`src/rtl/crc_16_check_if.sv`:
```
// crc_16_check_if: serial symbol stream in, CRC check results out
interface crc_16_check_if;
  logic        enable;
  logic        data_in;
  logic        crc_phase;
  logic        crc_done;
  logic        crc_ok;
  logic        crc_err;
  logic        frame_err;
  logic [15:0] crc_calc;
  modport master (output enable, data_in, crc_phase,
                  input crc_done, crc_ok, crc_err, frame_err, crc_calc);
  modport slave  (input enable, data_in, crc_phase,
                  output crc_done, crc_ok, crc_err, frame_err, crc_calc);
endinterface

```
`src/rtl/crc_16_check.sv`:
```
// crc_16_check: serial CRC-16 (0x8005, seed FFFF) checker over 10-bit framed symbols
module crc_16_check (
  input logic      clk,
  input logic      reset,
  crc_16_check_if.slave bus
);
  typedef enum logic [1:0] {IDLE, PAYLOAD, CHECK, DONE} state_t;
  state_t      state, state_n;
  logic [3:0]  cnt, cnt_n;
  logic [15:0] crc_reg, crc_n;
  logic [4:0]  crc_bits, bits_n;
  logic        sym_crc, sym_n, mismatch, mis_n, ferr, ferr_n;
  logic        done_q, done_n, ok_q, ok_n, err_q, err_n, armed, armed_n, fb;
  // next-state and datapath: symbol framing, CRC accumulate/compare, completion
  always_comb begin
    state_n = state;
    cnt_n   = (cnt == 4'd9) ? 4'd0 : cnt + 4'd1;
    sym_n   = sym_crc;
    crc_n   = crc_reg;
    mis_n   = mismatch;
    bits_n  = crc_bits;
    ferr_n  = ferr;
    done_n  = 1'b0;
    ok_n    = ok_q;
    err_n   = err_q;
    armed_n = armed | !bus.enable;
    fb      = crc_reg[15] ^ bus.data_in;
    if (!bus.enable) begin
      state_n = IDLE;
      cnt_n   = 4'd0;
      sym_n   = 1'b0;
      crc_n   = 16'hFFFF;
      mis_n   = 1'b0;
      bits_n  = 5'd0;
      ferr_n  = 1'b0;
      ok_n    = 1'b0;
      err_n   = 1'b0;
    end else if (state == IDLE && !armed) begin
      cnt_n = 4'd0;
    end else if (state != DONE) begin
      if (cnt == 4'd0) begin
        sym_n = bus.crc_phase;
        if (state == CHECK && !bus.crc_phase) begin
          done_n  = 1'b1;
          ok_n    = 1'b0;
          err_n   = 1'b1;
          crc_n   = 16'hFFFF;
          mis_n   = 1'b0;
          bits_n  = 5'd0;
          ferr_n  = bus.data_in;
          state_n = PAYLOAD;
        end else begin
          ferr_n  = ferr | bus.data_in;
          state_n = bus.crc_phase ? CHECK : PAYLOAD;
        end
      end else if (cnt == 4'd9) begin
        ferr_n = ferr | !bus.data_in;
        if (state == CHECK && crc_bits == 5'd16) begin
          state_n = DONE;
          done_n  = 1'b1;
          ok_n    = !mismatch && !ferr_n;
          err_n   = !ok_n;
        end
      end else if (sym_crc) begin
        mis_n  = mismatch | (bus.data_in != crc_reg[15]);
        crc_n  = {crc_reg[14:0], 1'b0};
        bits_n = crc_bits + 5'd1;
      end else begin
        crc_n = {crc_reg[14] ^ fb, crc_reg[13:2], crc_reg[1] ^ fb, crc_reg[0], fb};
      end
    end
  end
  // state and result registers; armed forces a fresh enable rise after reset
  always_ff @(posedge clk or negedge reset)
    if (!reset) begin
      state    <= IDLE;
      cnt      <= 4'd0;
      sym_crc  <= 1'b0;
      crc_reg  <= 16'hFFFF;
      mismatch <= 1'b0;
      crc_bits <= 5'd0;
      ferr     <= 1'b0;
      done_q   <= 1'b0;
      ok_q     <= 1'b0;
      err_q    <= 1'b0;
      armed    <= 1'b0;
    end else begin
      state    <= state_n;
      cnt      <= cnt_n;
      sym_crc  <= sym_n;
      crc_reg  <= crc_n;
      mismatch <= mis_n;
      crc_bits <= bits_n;
      ferr     <= ferr_n;
      done_q   <= done_n;
      ok_q     <= ok_n;
      err_q    <= err_n;
      armed    <= armed_n;
    end
  assign bus.crc_done  = done_q;
  assign bus.crc_ok    = ok_q;
  assign bus.crc_err   = err_q;
  assign bus.frame_err = ferr;
  assign bus.crc_calc  = crc_reg;
endmodule

```
`src/flat_wrapper.sv`:
```
// flat-port wrapper written by rule: the top's interface ports become plain ports
module crc_16_check_flat 
  (clk, reset, bus_enable, bus_data_in, bus_crc_phase, bus_crc_done, bus_crc_ok, bus_crc_err, bus_frame_err, bus_crc_calc);
  crc_16_check_if bus_i ();
  input logic clk;
  input logic reset;
  input wire logic [$bits(bus_i.enable)-1:0] bus_enable;
  input wire logic [$bits(bus_i.data_in)-1:0] bus_data_in;
  input wire logic [$bits(bus_i.crc_phase)-1:0] bus_crc_phase;
  output wire logic [$bits(bus_i.crc_done)-1:0] bus_crc_done;
  output wire logic [$bits(bus_i.crc_ok)-1:0] bus_crc_ok;
  output wire logic [$bits(bus_i.crc_err)-1:0] bus_crc_err;
  output wire logic [$bits(bus_i.frame_err)-1:0] bus_frame_err;
  output wire logic [$bits(bus_i.crc_calc)-1:0] bus_crc_calc;
  assign bus_i.enable = bus_enable;
  assign bus_i.data_in = bus_data_in;
  assign bus_i.crc_phase = bus_crc_phase;
  assign bus_crc_done = bus_i.crc_done;
  assign bus_crc_ok = bus_i.crc_ok;
  assign bus_crc_err = bus_i.crc_err;
  assign bus_frame_err = bus_i.frame_err;
  assign bus_crc_calc = bus_i.crc_calc;
  crc_16_check u_core (.clk(clk), .reset(reset), .bus(bus_i));
endmodule
```
`config.mk`:
```
export PLATFORM = sky130hd
export DESIGN_NAME = crc_16_check_flat
export DESIGN_NICKNAME = d
export VERILOG_FILES = /design/src/rtl/crc_16_check_if.sv /design/src/rtl/crc_16_check.sv /design/src/flat_wrapper.sv
export SDC_FILE = /design/constraint.sdc
export NUM_CORES = 1
export LEC_CHECK = 0
export BUFFER_PORTS_ARGS = -buffer_cell sky130_fd_sc_hd__buf_4
export CAP_MARGIN = 25
export CORE_ASPECT_RATIO = 0.5
export CORE_MARGIN = 2
export CORE_UTILIZATION = 46
export DETAILED_ROUTE_END_ITERATION = 7
export MAX_ROUTING_LAYER = met4
export PLACE_DENSITY = 0.65
export SYNTH_ARGS = -nofsm -noshare
export SYNTH_HDL_FRONTEND = slang
export SYNTH_SLANG_ARGS = --single-unit
```
`constraint.sdc`:
```
create_clock -name clk -period 4.1 [get_ports clk]
set_clock_uncertainty 0.2 [all_clocks]
set_input_delay 1.23 -clock clk [delete_from_list [all_inputs] [get_ports clk]]
set_output_delay 1.23 -clock clk [all_outputs]
set_load 0.005 [all_outputs]
```
* Word level (Yosys, flattened, before mapping)
Index checks and enable logic that the tools add are counted.
Cells by class: $add $sub $neg 2, equality and inequality tests 13, mux-type cells 62, bitwise gates (word level) 7, reductions and logical operators 19
Operator list (count):
- 2-to-1 mux 16 bit | 7
- 2-to-1 mux 1 bit | 37
- 2-to-1 mux 5 bit | 7
- 2-to-1 mux 2 bit | 8
- 2-to-1 mux 4 bit | 3
- AND reduction 5 bit | 2
- inequality test 3 x 1 -> 1 bit, second input constant | 3
- AND reduction 4 bit | 2
- logical NOT 1 bit | 7
- inequality test 3 bit, second input constant | 2
- AND reduction 3 bit | 2
- adder 5 x 1 -> 5 bit, second input constant | 1
- == test 5 bit, second input constant | 1
- adder 4 x 1 -> 4 bit, second input constant | 1
- == test 4 bit, second input constant | 1
- logical AND 1 bit | 4
- logical NOT 4 bit | 1
- inequality test 2 x 1 -> 1 bit, second input constant | 2
- inequality test 2 bit, second input constant | 2
- OR 1 bit | 4
- XOR 1 bit | 3
- == test 2 bit, second input constant | 1
- logical NOT 2 bit | 1
- inequality test 1 bit | 1
Word-level totals: flip-flop bits (word level) 34, bits of input ports 5, output and inout port bits 20, logic and storage cells 114

* Longest topological paths before layout
depth after elaboration 11, gate-level depth with buffers 9, depth with buffers taken out 7

* Worst setup path before layout
Ideal clock, no wire load.
path type input-to-reg, start in bus_crc_phase, end reg u_core.crc_reg[0], in the netlist u_core.bus.crc_calc[0], setup time 0.073 ns, data arrival time 2.233 ns, data required time 3.827 ns, slack 1.594 ns, stages on the path 6, buffers on the path 1, cell sequence nor3b_1 -> o211ai_2 -> o21ai_1 -> buf_2 -> nor2_1 -> a21oi_1
On the way: longest elaborated chain between the ends 4
RTL lines:
- start, declared | RTL line flat_wrapper.sv:9 | input wire logic [$bits(bus_i.crc_phase)-1:0] bus_crc_phase;
- logical NOT 1 bit | RTL line crc_16_check.sv:43 | if (state == CHECK && !bus.crc_phase) begin
- logical AND 1 bit | RTL line crc_16_check.sv:43
- inequality test 3 bit (no line)
- AND reduction 4 bit (no line)
- end signal, assigned | RTL line crc_16_check.sv:91 | crc_reg <= crc_n;
- end, declared | RTL line crc_16_check.sv:10 | logic [15:0] crc_reg, crc_n;
Every way passes these cells. A chain may end at the register's enable or synchronous reset.

* Worst setup path after layout
start in bus_crc_phase, end reg u_core.crc_reg[2], in the netlist u_core.bus.crc_calc[2]
The elaborated chain is that of the path after synthesis.

==> reports/summary.md <==
IR analysis of the VDD net gives a maximum drop of 0.197 mV. In this run, synthesis produced a sequential element count of 34. Power per unit of standard cell area: 404 nW/um^2.

Once layout is complete, the cells apart from fillers number 253. The tools report the final hold violation count as 0. The number of nets in the synthesized netlist is 187.

The number of port buffers works out to 24. The flow ran to the end, and the final reports show no timing, DRC or antenna violations. Summing over every cut layer, the via total after detailed routing is 1277.

The per-cell via count in the routed design came out at 5.05. For the number of distinct library cell variants in the gate-level netlist after synthesis, the log shows 37. The remaining antenna violation count was 0. The post-route DRC violation count came out at 0. The worst slew margin relative to its limit was 0.638. The run gives 1990 sq um as the final cell area excluding filler cells. The instance area at placement was 1880 sq um.

Leakage power total: 0.837 nW. The count of hold buffers inserted by post-cts repair came out at 0. The floorplan row count came out at 15.

In this run the critical register-to-register path is captured at u_core.bus.crc_err. The synthesized netlist occupies a cell area of 1660 sq um. The logs give 0.525 for the sequential area share after synthesis and 34 for the number of clock sinks. Along the worst path, the maximum fanout reaches 32. In the final design database the tool counted 212 nets. The number of antenna diodes was 0. The area enclosed by the die boundary was 4130 sq um; the post-cts repair resize count was 0. The number of max-slew violations in the final report was 0.

The tools report the post-detailed-placement half-perimeter wirelength as 2.24 mm. The logs give 2 for the clock tree buffer depth and 0.803 mW for the total power consumption of the routed design. Worst slack at placement: 1330 ps.

Worst min-delay path category: flip-flop to flip-flop. The number of global-route vias before repair was 1127; the floorplan die width was 88.9 microns. The number of flops mapped to enable cells by yosys was 0; the starting DRC count in detailed routing was 45.

After layout, the worst setup slack is 1580 ps. The share of the clock period used by the worst path after layout is 0.615. The tools report the max-capacitance violation count as 0. Post-CTS timing repair inserted 0 buffers for setup. The share of final-layout standard cells stronger than drive strength 1 is 0.257, and the all-layer global routing usage is 0.178. For this run, the leading register cell type out of synthesis is sky130_fd_sc_hd__dfrtp_1. The placer congestion estimate was 0.862; the largest net degree at the start of global routing was 35.

For flop-to-flop paths, the worst setup slack is 1830 ps. Averaged over all synthesized cells, the footprint is 9.37 sq um. The initial antenna violation count was 0. The maximum clock frequency came out at 0.397 GHz.

Clock-pin slew was measured on the worst setup and hold paths at 70 ps. The share of flip-flops with an asynchronous set or reset after synthesis was 1.00; the instance count of the mapped netlist was 177. The worst setup path is launched from a primary input. Y dimension of the die: 46.5 microns. Total setup violations reported at the end of the flow: 0. The run gives 4 as the length of the first detailed-routing pass in iterations. Summing all multi-input logic gate instances after layout gives 731 sq um. The hold path startpoint was u_core.armed. The area inside the core boundary was 3430 sq um. The worst hold path terminates at u_core.armed.

The cell count of the worst reg-to-reg path was 7. At the pin with the least slew margin, the transition time is 537 ps. In this run the critical register-to-register path is launched from u_core.cnt[0]. In the final routed layout, each cell accounts on average for 12.8 microns.

The cell sitting at the root of the clock tree is a sky130_fd_sc_hd__clkbuf_8. The critical path is of the primary input to flip-flop type. The number of warnings issued by yosys is 0. For the starting utilization of the core area, the log shows 0.483.

For the worst setup path, the data arrival time is 2530 ps. The first global-routing pass estimated 5.17 mm of wire. For the count of filler cells inserted in the layout, the log shows 304.

For the number of buffers inserted during clock tree synthesis, the log shows 5. Setup repair after global routing left no endpoint under its margin. For the I/O pin count, the log shows 25.

In the final timing run, aggregate negative setup slack is 0 ps. The tools report the depth of the CTS H-tree as 2. The overall routed net length is 3.24 mm. The leading cell type in the layout, fill and taps excluded was sky130_fd_sc_hd__nor2_1. Once placement completed, the tool counted placed cells totaling 246. Clock latency on the worst-skew pair, taken at its later pin, is 290 ps.

Type of destination of the critical path: a flip-flop. TritonCTS built the clock tree. Compared with the post-synthesis result, the final layout area differs by 19.9%. The number of stages on the worst hold path is 1. For this run the aggregate overflow at the end of global routing stands at 0. In the layout the commonest cells are sky130_fd_sc_hd__nor2_1 (41), sky130_fd_sc_hd__buf_4 (25), sky130_fd_sc_hd__a21oi_1 (19). For the finished layout, the period the worst path requires is 2520 ps. The flip-flop and latch area is 871 sq um, and the data required time of the worst path is 4110 ps.
## critical path: stages
cell	delay (ps)
sky130_fd_sc_hd__buf_4	120
sky130_fd_sc_hd__nor3b_1	320
sky130_fd_sc_hd__o211ai_2	180
sky130_fd_sc_hd__o21ai_2	140
sky130_fd_sc_hd__buf_4	300
sky130_fd_sc_hd__nor2_1	70
sky130_fd_sc_hd__a31oi_1	160
## per-layer routing
metal	vias up	track usage	routed length [microns]	part of all wire
met3	8	0.0484	116	0.036
met1	600	0.242	1720	0.53
li1	643	-	-	-
met4	0	0.0727	44	0.014
met5	-	-	0	0
met2	26	0.254	1350	0.42
## per-stage QoR
step	utilization	hold WS [ps]
floorplan	-	249
global placement	0.546	282
detailed placement	0.546	278
CTS	0.579	297
global route	0.579	307
finish	0.579	295
## synth_stat cells (2+ instances only)
master	count	area, sq um
sky130_fd_sc_hd__nor3b_1	2	15.0
sky130_fd_sc_hd__dfstp_2	16	420
sky130_fd_sc_hd__nor2_1	41	154
sky130_fd_sc_hd__o21ai_0	6	30.0
sky130_fd_sc_hd__or3_1	2	12.5
sky130_fd_sc_hd__mux2i_1	2	20.0
sky130_fd_sc_hd__a31oi_1	2	12.5
sky130_fd_sc_hd__nand2_1	13	48.8
sky130_fd_sc_hd__buf_2	3	15.0
sky130_fd_sc_hd__and2_1	3	18.8
sky130_fd_sc_hd__nand3_1	8	40.0
sky130_fd_sc_hd__dfrtp_1	18	450
sky130_fd_sc_hd__o22ai_1	2	12.5
sky130_fd_sc_hd__xor2_1	2	17.5
sky130_fd_sc_hd__and2_4	2	17.5
sky130_fd_sc_hd__xnor2_1	6	52.6
sky130_fd_sc_hd__ha_1	5	62.6
sky130_fd_sc_hd__a21oi_1	19	95.1
sky130_fd_sc_hd__inv_1	6	22.5
sky130_fd_sc_hd__clkbuf_1	2	7.51
## how the worst max path moves through the flow
stage / start / to / slack [ps] / depth (start not counted)
final: bus_crc_phase / u_core.bus.crc_calc[2] / 1580 / 7
after global routing: bus_crc_phase / u_core.bus.crc_calc[3] / 1450 / 7
after CTS: bus_crc_phase / u_core.bus.crc_calc[2] / 1620 / 7
after floorplan: bus_crc_phase / u_core.bus.crc_calc[0] / 1590 / 6
after detailed placement: bus_crc_phase / u_core.bus.crc_calc[2] / 1330 / 7
after global placement: bus_crc_phase / u_core.bus.crc_calc[15] / 1370 / 7
## state kept, by name, summed over array words and instances (netlist names)
name / count
u_core.bus.crc_calc: 16
u_core.crc_bits: 5
u_core.cnt: 4
u_core.state: 2
u_core.armed: 1
u_core.bus.crc_done: 1
u_core.bus.crc_err: 1
u_core.bus.crc_ok: 1
u_core.bus.frame_err: 1
u_core.mismatch: 1
u_core.sym_crc: 1
## final cells by class
type / count / share of cell area
inverters: 6 / 0.0113
clock buffers: 6 / 0.0415
well taps: 51 / 0.0321
clock inverters: 1 / 0.0151
repair buffers: 25 / 0.0944
multi-input cells: 130 / 0.368
flip-flops and latches: 34 / 0.438
## logic make-up (layout without fill, tap and decap cells)
family / count (synthesis) / count (layout) / synth area share
AO/OA/AOI/OAI: 36 / 36 / 0.126
XOR/XNOR: 8 / 8 / 0.0423
adder cells (fa/ha/maj): 5 / 5 / 0.0377
buffers and inverters: 13 / 38 / 0.0362
flip-flops: 34 / 34 / 0.525
multiplexers: 2 / 2 / 0.0121
AND/OR/NAND/NOR: 79 / 79 / 0.220
## report_power, final
group | internal, mW | total, mW | switching [mW]
clock network | 0.194 | 0.314 | 0.120
registers | 0.357 | 0.374 | 0.0169
logic | 0.0485 | 0.114 | 0.0658
Power figures use the tool's default switching activity.
